**config.mk**
```make
export PLATFORM = sky130hd
export DESIGN_NAME = mod17_result_fifo
export DESIGN_NICKNAME = d
export VERILOG_FILES = /design/src/rtl/mod17_result_fifo.sv
export SDC_FILE = /design/constraint.sdc
export NUM_CORES = 1
export LEC_CHECK = 0
export ABC_AREA = 1
export ABC_CLOCK_PERIOD_IN_PS = 3400
export BUFFER_PORTS_ARGS = -buffer_cell sky130_fd_sc_hd__buf_2
export CORE_MARGIN = 4
export CORE_UTILIZATION = 64
export DETAILED_ROUTE_END_ITERATION = 6
export PLACE_DENSITY = 0.88
export SYNTH_ARGS = -nofsm -noshare
export SYNTH_HDL_FRONTEND = slang
export SYNTH_SLANG_ARGS = --single-unit
export TNS_END_PERCENT = 10
```
**constraint.sdc**
```tcl
create_clock -name clk -period 3.4 [get_ports clk]
set_input_delay 0.51 -clock clk [delete_from_list [all_inputs] [get_ports clk]]
set_output_delay 0.51 -clock clk [all_outputs]
set_load 0.02 [all_outputs]
```
**src/rtl/mod17_result_fifo.sv**
```systemverilog
// FWFT result FIFO behind the divident_mod17 pipeline; overflow drops words and counts them.
// Optional build macro MOD17_RANGE_CHECK_EN adds range_err and rejects remainders above 16.
module mod17_result_fifo #(
    parameter int DEPTH  = 16,
    parameter int AW     = 4,
    parameter int DROP_W = 16
) (
    input  logic              clk,
    input  logic              rst,
    input  logic              mark_in,
    input  logic [4:0]        reminder_in,
    output logic              out_valid,
    output logic [4:0]        out_data,
    input  logic              out_ready,
    output logic [AW:0]       level,
    output logic              full,
    output logic              empty,
    output logic              overflow,
    output logic [DROP_W-1:0] drop_cnt,
    input  logic              ovf_clr
`ifdef MOD17_RANGE_CHECK_EN
    ,
    output logic              range_err
`endif
);

    localparam logic [AW:0]       FULL_LEVEL = (AW+1)'(DEPTH);
    localparam logic [AW:0]       ONE_LEVEL  = (AW+1)'(1);
    localparam logic [DROP_W-1:0] DROP_MAX   = '1;
    localparam logic [DROP_W-1:0] DROP_ONE   = DROP_W'(1);

    logic [4:0]    mem [DEPTH];
    logic [AW-1:0] wr_ptr;
    logic [AW-1:0] rd_ptr;
    logic          strobe;
    logic          push;
    logic          pop;
    logic          drop;
    logic [AW:0]   level_next;

`ifdef MOD17_RANGE_CHECK_EN
    logic bad_value;
    assign bad_value = reminder_in > 5'd16;
    assign strobe    = mark_in && !bad_value;
`else
    assign strobe    = mark_in;
`endif

    // A full FIFO may still take a word when the head leaves in the same cycle.
    assign pop  = out_valid && out_ready;
    assign push = strobe && (!full || pop);
    assign drop = strobe && full && !pop;

    always_comb begin
        level_next = level;
        case ({push, pop})
            2'b10:   level_next = level + ONE_LEVEL;
            2'b01:   level_next = level - ONE_LEVEL;
            default: level_next = level;
        endcase
    end

    always_ff @(posedge clk or posedge rst) begin
        if (rst) begin
            wr_ptr    <= '0;
            rd_ptr    <= '0;
            level     <= '0;
            full      <= 1'b0;
            empty     <= 1'b1;
            out_valid <= 1'b0;
        end else begin
            if (push) wr_ptr <= wr_ptr + AW'(1);
            if (pop)  rd_ptr <= rd_ptr + AW'(1);
            level     <= level_next;
            full      <= (level_next == FULL_LEVEL);
            empty     <= (level_next == '0);
            out_valid <= (level_next != '0);
        end
    end

    // Storage is not reset; the head is read combinationally so it falls through.
    always_ff @(posedge clk) begin
        if (push) mem[wr_ptr] <= reminder_in;
    end

    assign out_data = mem[rd_ptr];

    // A drop coinciding with a clear leaves a count of exactly one.
    always_ff @(posedge clk or posedge rst) begin
        if (rst) begin
            overflow <= 1'b0;
            drop_cnt <= '0;
        end else if (drop) begin
            overflow <= 1'b1;
            if (ovf_clr)
                drop_cnt <= DROP_ONE;
            else if (drop_cnt != DROP_MAX)
                drop_cnt <= drop_cnt + DROP_ONE;
        end else if (ovf_clr) begin
            overflow <= 1'b0;
            drop_cnt <= '0;
        end
    end

`ifdef MOD17_RANGE_CHECK_EN
    always_ff @(posedge clk or posedge rst) begin
        if (rst) range_err <= 1'b0;
        else     range_err <= mark_in && bad_value;
    end
`endif

endmodule
```
* Yosys cells after proc, flatten, opt, wreduce, memory -nomap -nowiden *
Memories as Yosys holds them, arrays and structs flattened.
Index checks and enable logic that the tools add are counted.

word-level totals
  register bits after elaboration = 33
  memories = 1
  output and inout port bits = 30
  bits in writable memories = 80
  word-level logic and storage cells = 39
  bits in latches = 0
  memory bits (read-only) = 0

operators by class
  magnitude comparators = 0
  bitwise operators = 0
  multiply operators = 0
  reduce and logical (&&, ||, !) cells = 12
  add/subtract/negate cells = 5
  multiplexer cells = 9
  div/mod/pow operators = 0
  equality and inequality tests = 4
  shifts and indexed selects = 0

memory list
  memory  depth  bits a word  read ports  clocked after memory_dff  write ports  line  source
  mem     16     5            1           0                         1            32    logic [4:0] mem [DEPTH];

operators with widths
  kind                                                 count
  two-way mux 16 bit                                   4
  adder 16 x 1 -> 16 bit, second input constant        1
  inequality test 16 bit, second input constant        1
  one-hot mux 5 bit (2 select lines)                   1
  adder 4 x 1 -> 4 bit, second input constant          2
  adder 5 x 1 -> 5 bit, second input constant          1
  equality test 5 bit, second input constant           1
  zero test 5 bit                                      1
  nonzero test 5 bit                                   1
  subtractor 5 x 1 -> 5 bit, second input constant     1
  logical AND 1 bit                                    4
  two-way mux 1 bit                                    4
  nonzero test 2 bit                                   2
  equality test 2 x 1 -> 1 bit, second input constant  1
  equality test 2 bit, second input constant           1
  zero test 1 bit                                      2
  AND reduction 2 bit                                  1
  logical OR 1 bit                                     1

* Logic depth before layout (Yosys ltp) *
  word-level depth = 6
  depth in mapped cells = 18

* Worst setup path after synthesis *
No wires, ideal clock.

  path type = input -> register
  from = input port out_ready
  to = register out_valid
  data required time = 3281 ps
  stages on the path = 15
  arrival time = 2172 ps
  setup slack = 1109 ps
  path buffers = 0
  path through = nand2_1 nand2_1 nand2_1 ha_1 nand2_1 inv_1 nor2_1 ha_1 nand2_1 o21ai_1 or2_2 nor2_1 inv_1 nor2_1 nand2_1

on the way
  word-level cells in the longest chain between the ends = 6

RTL lines
  item                                                                        line  source
  start: declaration                                                          14    input logic out_ready,
  logical AND 1 bit *                                                         50    assign pop = out_valid && out_ready;
  logical OR 1 bit                                                            51    assign push = strobe && (!full || pop);
  logical AND 1 bit                                                           51
  equality test 2 x 1 -> 1 bit / equality test 2 bit (equally long branches)  56    case ({push, pop})
  one-hot mux 5 bit (2 select lines) *                                        56
  net level_next[1]                                                           39    logic [AW:0] level_next;
  nonzero test 5 bit *                                                        77    out_valid <= (level_next != '0);
  end signal: assignment                                                      77
  end: declaration                                                            12    output logic out_valid,

The timed path passes the listed nets; every way through them passes the cells marked *.
A chain may end at the register's enable or synchronous reset.

* Final worst setup path *
  from = register rd_ptr[2]
  to = output port out_data[3]

on the way
  word-level cells in the longest chain between the ends = 1

RTL lines
  item                      line  source
  start: declaration        34    logic [AW-1:0] rd_ptr;
  start signal: assignment  73    if (pop) rd_ptr <= rd_ptr + AW'(1);
  memory read (16 x 5 bit)  -
  end: declaration          13    output logic [4:0] out_data,

No other way between the ends.

==> results.md <==
- Largest net degree at the start of global routing: 43
- Die X: roughly 97 um
- Worst slew pin tran: between 0.6 and 0.7 ns
- Finished Layout Cells: 650
- Met1 usage: about a third
- Async SR Flop Fraction: just under 30%
- Initial Util: between 60 and 70%
- DR vias: approximately 3900
- Max-cap violations: 0
- Synth area leaders: edfxtp_1 (47%), dfrtp_1 (16%), nand2_1 (6.5%)
- Mapped Cells: between 400 and 500
- Post-Route WL: ~12000 um
- Post_cts resized: 0
- Port bufs: 39
- CTS tree: yes
- Gpl congestion: 0.910
- Dpl cell area: between 0.005 and 0.006 mm2
- Initial DRC Count: between 400 and 500
- Avg WL per Cell: roughly 18 um
- Num rows: 32
- Post-Syn Nets: slightly above 500
- Layout cells sized above 1: around 16%
- Vias in the first global route: 3862
- CP max stage cell: dfrtp_1
- Core area: 0.00773 mm2
- ANT nets after route: 0
- Final Hold Fails: 0
- Final worst path period share: slightly above 80%
- Final min period: ~2.8 ns
- Num CTS Buffers: 17
- Predominant post-synthesis flop cell: edfxtp_1
- Synthesized flop and latch total: between 100 and 150
- RSZ-0062 raised after global routing: no
- LEAKAGE: ~2.4 nW
- Outcome: completed
- Antenna violations before repair: 0
- DPL Wire Length: 7180 um
- Fmax achieved: roughly 360 MHz
- Post-route setup slack: a little under 0.6 ns
- Cts hold-fix bufs: 0
- GR Util met3: approximately 6.0%
- Clock skew: roughly 0.0058 ns
- GRT Overall Usage: approximately a quarter
- VDD IR-drop max: around 510 uV
- Syn Area/Cell: around 10 um2
- Die area: around 0.0095 mm2
- Setup violators final: 0
- Leading area contributor after synthesis: edfxtp_1
- Max_slew headroom: between 50 and 60%
- Post-route cell area: about 0.0060 mm2
- Max FO, Critical Path: 13
- Pins Over Slew Limit: 0
- Busiest grt layer: met2
- Final hold slack: roughly 0.092 ns
- Root Driver: clkbuf_8
- CTS Buffer Depth: 2
- CP arrival: 2.30 ns
- Die Ht: slightly below 100 um
- Clk slew on worst S/H paths: approximately 0.060 ns
- Clk Latency, worst-skew pair: 0.51 ns
- I/O pin count: 40
- Sequential cell area fraction in the yosys report: 63.2%
- Overflow after GRT: 0
- Top-count cell post-synth: nand2_1
- Largest stage delay on the critical path: 0.66 ns
- Pre-antenna DRT Iters: 7
- Placement Setup Slack: a little under 0.8 ns
- Setup crit start kind: flip-flop
- Crit Path Class: reg -> out
- Vias per inst: a little under 6
- Postcts setup bufs: 0
- Setup_tns: 0 ns
- First-pass GRT wire length: ~19000 um
- Pwr Density: approximately 850 mW/mm2
- Crit end category: primary output
- # placed instances: approximately 620
- CTS Sinks: roughly 110
- Syn. warnings: 0
- Met2 Use GR: 44.4%
- Number of enable flip-flop cells after synthesis: 80
- Cell Area, Synth: a little over 0.005 mm2
- Post-synth top cells: nand2_1 (89), edfxtp_1 (80), nor2_1 (75)
- Post-synthesis cell type count: 32
- DRC Markers: 0
- Min-delay worst type: in -> async
- H-tree depth: 4
- Synth top area share: around 47%
- ANT cells: 0
- Final Net Count: around 560
- Critical path required time: between 2 and 3 ns
- Cells along the critical path: clkinv_1 > o211ai_1 > nand2_1 > buf_2
- Area Growth Syn to Fin: 16.9%
==> metal layers <==
layer / up-vias / routed length, um
li1: 1800 / -
met1: 1844 / 4490
met2: 207 / 5940
met3: 20 / 908
met4: 0 / 187
met5: - / 0
==> final cells by class <==
type                            count  area, um2
Sequential cell                   113       3230
Fill cell                         474       1760
Multi-Input combinational cell    321       1650
Clock buffer                       17        414
Timing Repair Buffer               43        225
Clock inverter                     14        166
Inverter                           40        150
Tap cell                          102        128
==> worst max-delay path: cells and delay by family (launching register included) <==
family,cells,cell delay [ns]
AO/OA/AOI/OAI,1,0.38
buffers and inverters,2,0.64
flip-flops,1,0.66
AND/OR/NAND/NOR,1,0.10
==> cell usage in the layout (no fill, tap or decap), drive strengths merged <==
cell,netlist,final
and2,1,1
buf,1,43
bufinv,0,3
clkbuf,14,17
clkinv,2,6
clkinvlp,0,6
dfrtp,32,32
dfstp,1,1
edfxtp,80,80
ha,9,9
inv,38,39
nand2,93,93
nand3,28,28
nand4,12,12
nor2,77,77
nor3,3,3
nor4,1,1
o211ai,5,5
o21ai,56,56
o21bai,1,1
o221ai,15,15
o22ai,5,5
or2,3,3
xnor2,1,1
xor2,11,11
==> where the power goes <==
part / internal (W) / switching (W)
clock network: 0.00111 / 0.000612
registers: 0.00168 / 0.000138
logic: 0.000461 / 0.00109
==> cells by family (layout without fill, tap and decap cells) <==
group	count (synthesis)	after routing	synth area share, %
xor+xnor	12	12	2.06
simple gates	218	218	18.4
compound gates	82	82	9.70
fa+ha+maj	9	9	2.21
buf+inv	55	114	4.36
flops	113	113	63.2
==> sequential cells by signal, indices dropped and copies added, names as in the netlist <==
register and cells:
level 5, empty 1, wr_ptr 4, overflow 1
mem 80, out_valid 1, drop_cnt 16, rd_ptr 4
full 1
==> per-stage QoR <==
step	total power, W	utilization (%)
global placement	0.00328	69.7
floorplan	0.00288	-
global route	0.00537	77.2
CTS	0.00509	77.2
finish	0.00509	77.2
detailed placement	0.00336	69.7
==> worst paths after layout <==
| check | startpoint | end | slack [ns] | cells past startpoint |
|---|---|---|---|---|
| max | rd_ptr[2] | out_data[3] | 0.59 | 4 |
| min | rst | drop_cnt[7] | 0.09 | 3 |
| max reg2reg | out_valid | out_valid | 0.97 | 15 |
| min reg2reg | overflow | overflow | 0.48 | 2 |
| max in group asynchronous | rst | empty | 2.97 | 3 |
| min in group clk | out_ready | rd_ptr[0] | 0.34 | 3 |
No activity file was read; power rests on OpenSTA's default activity.
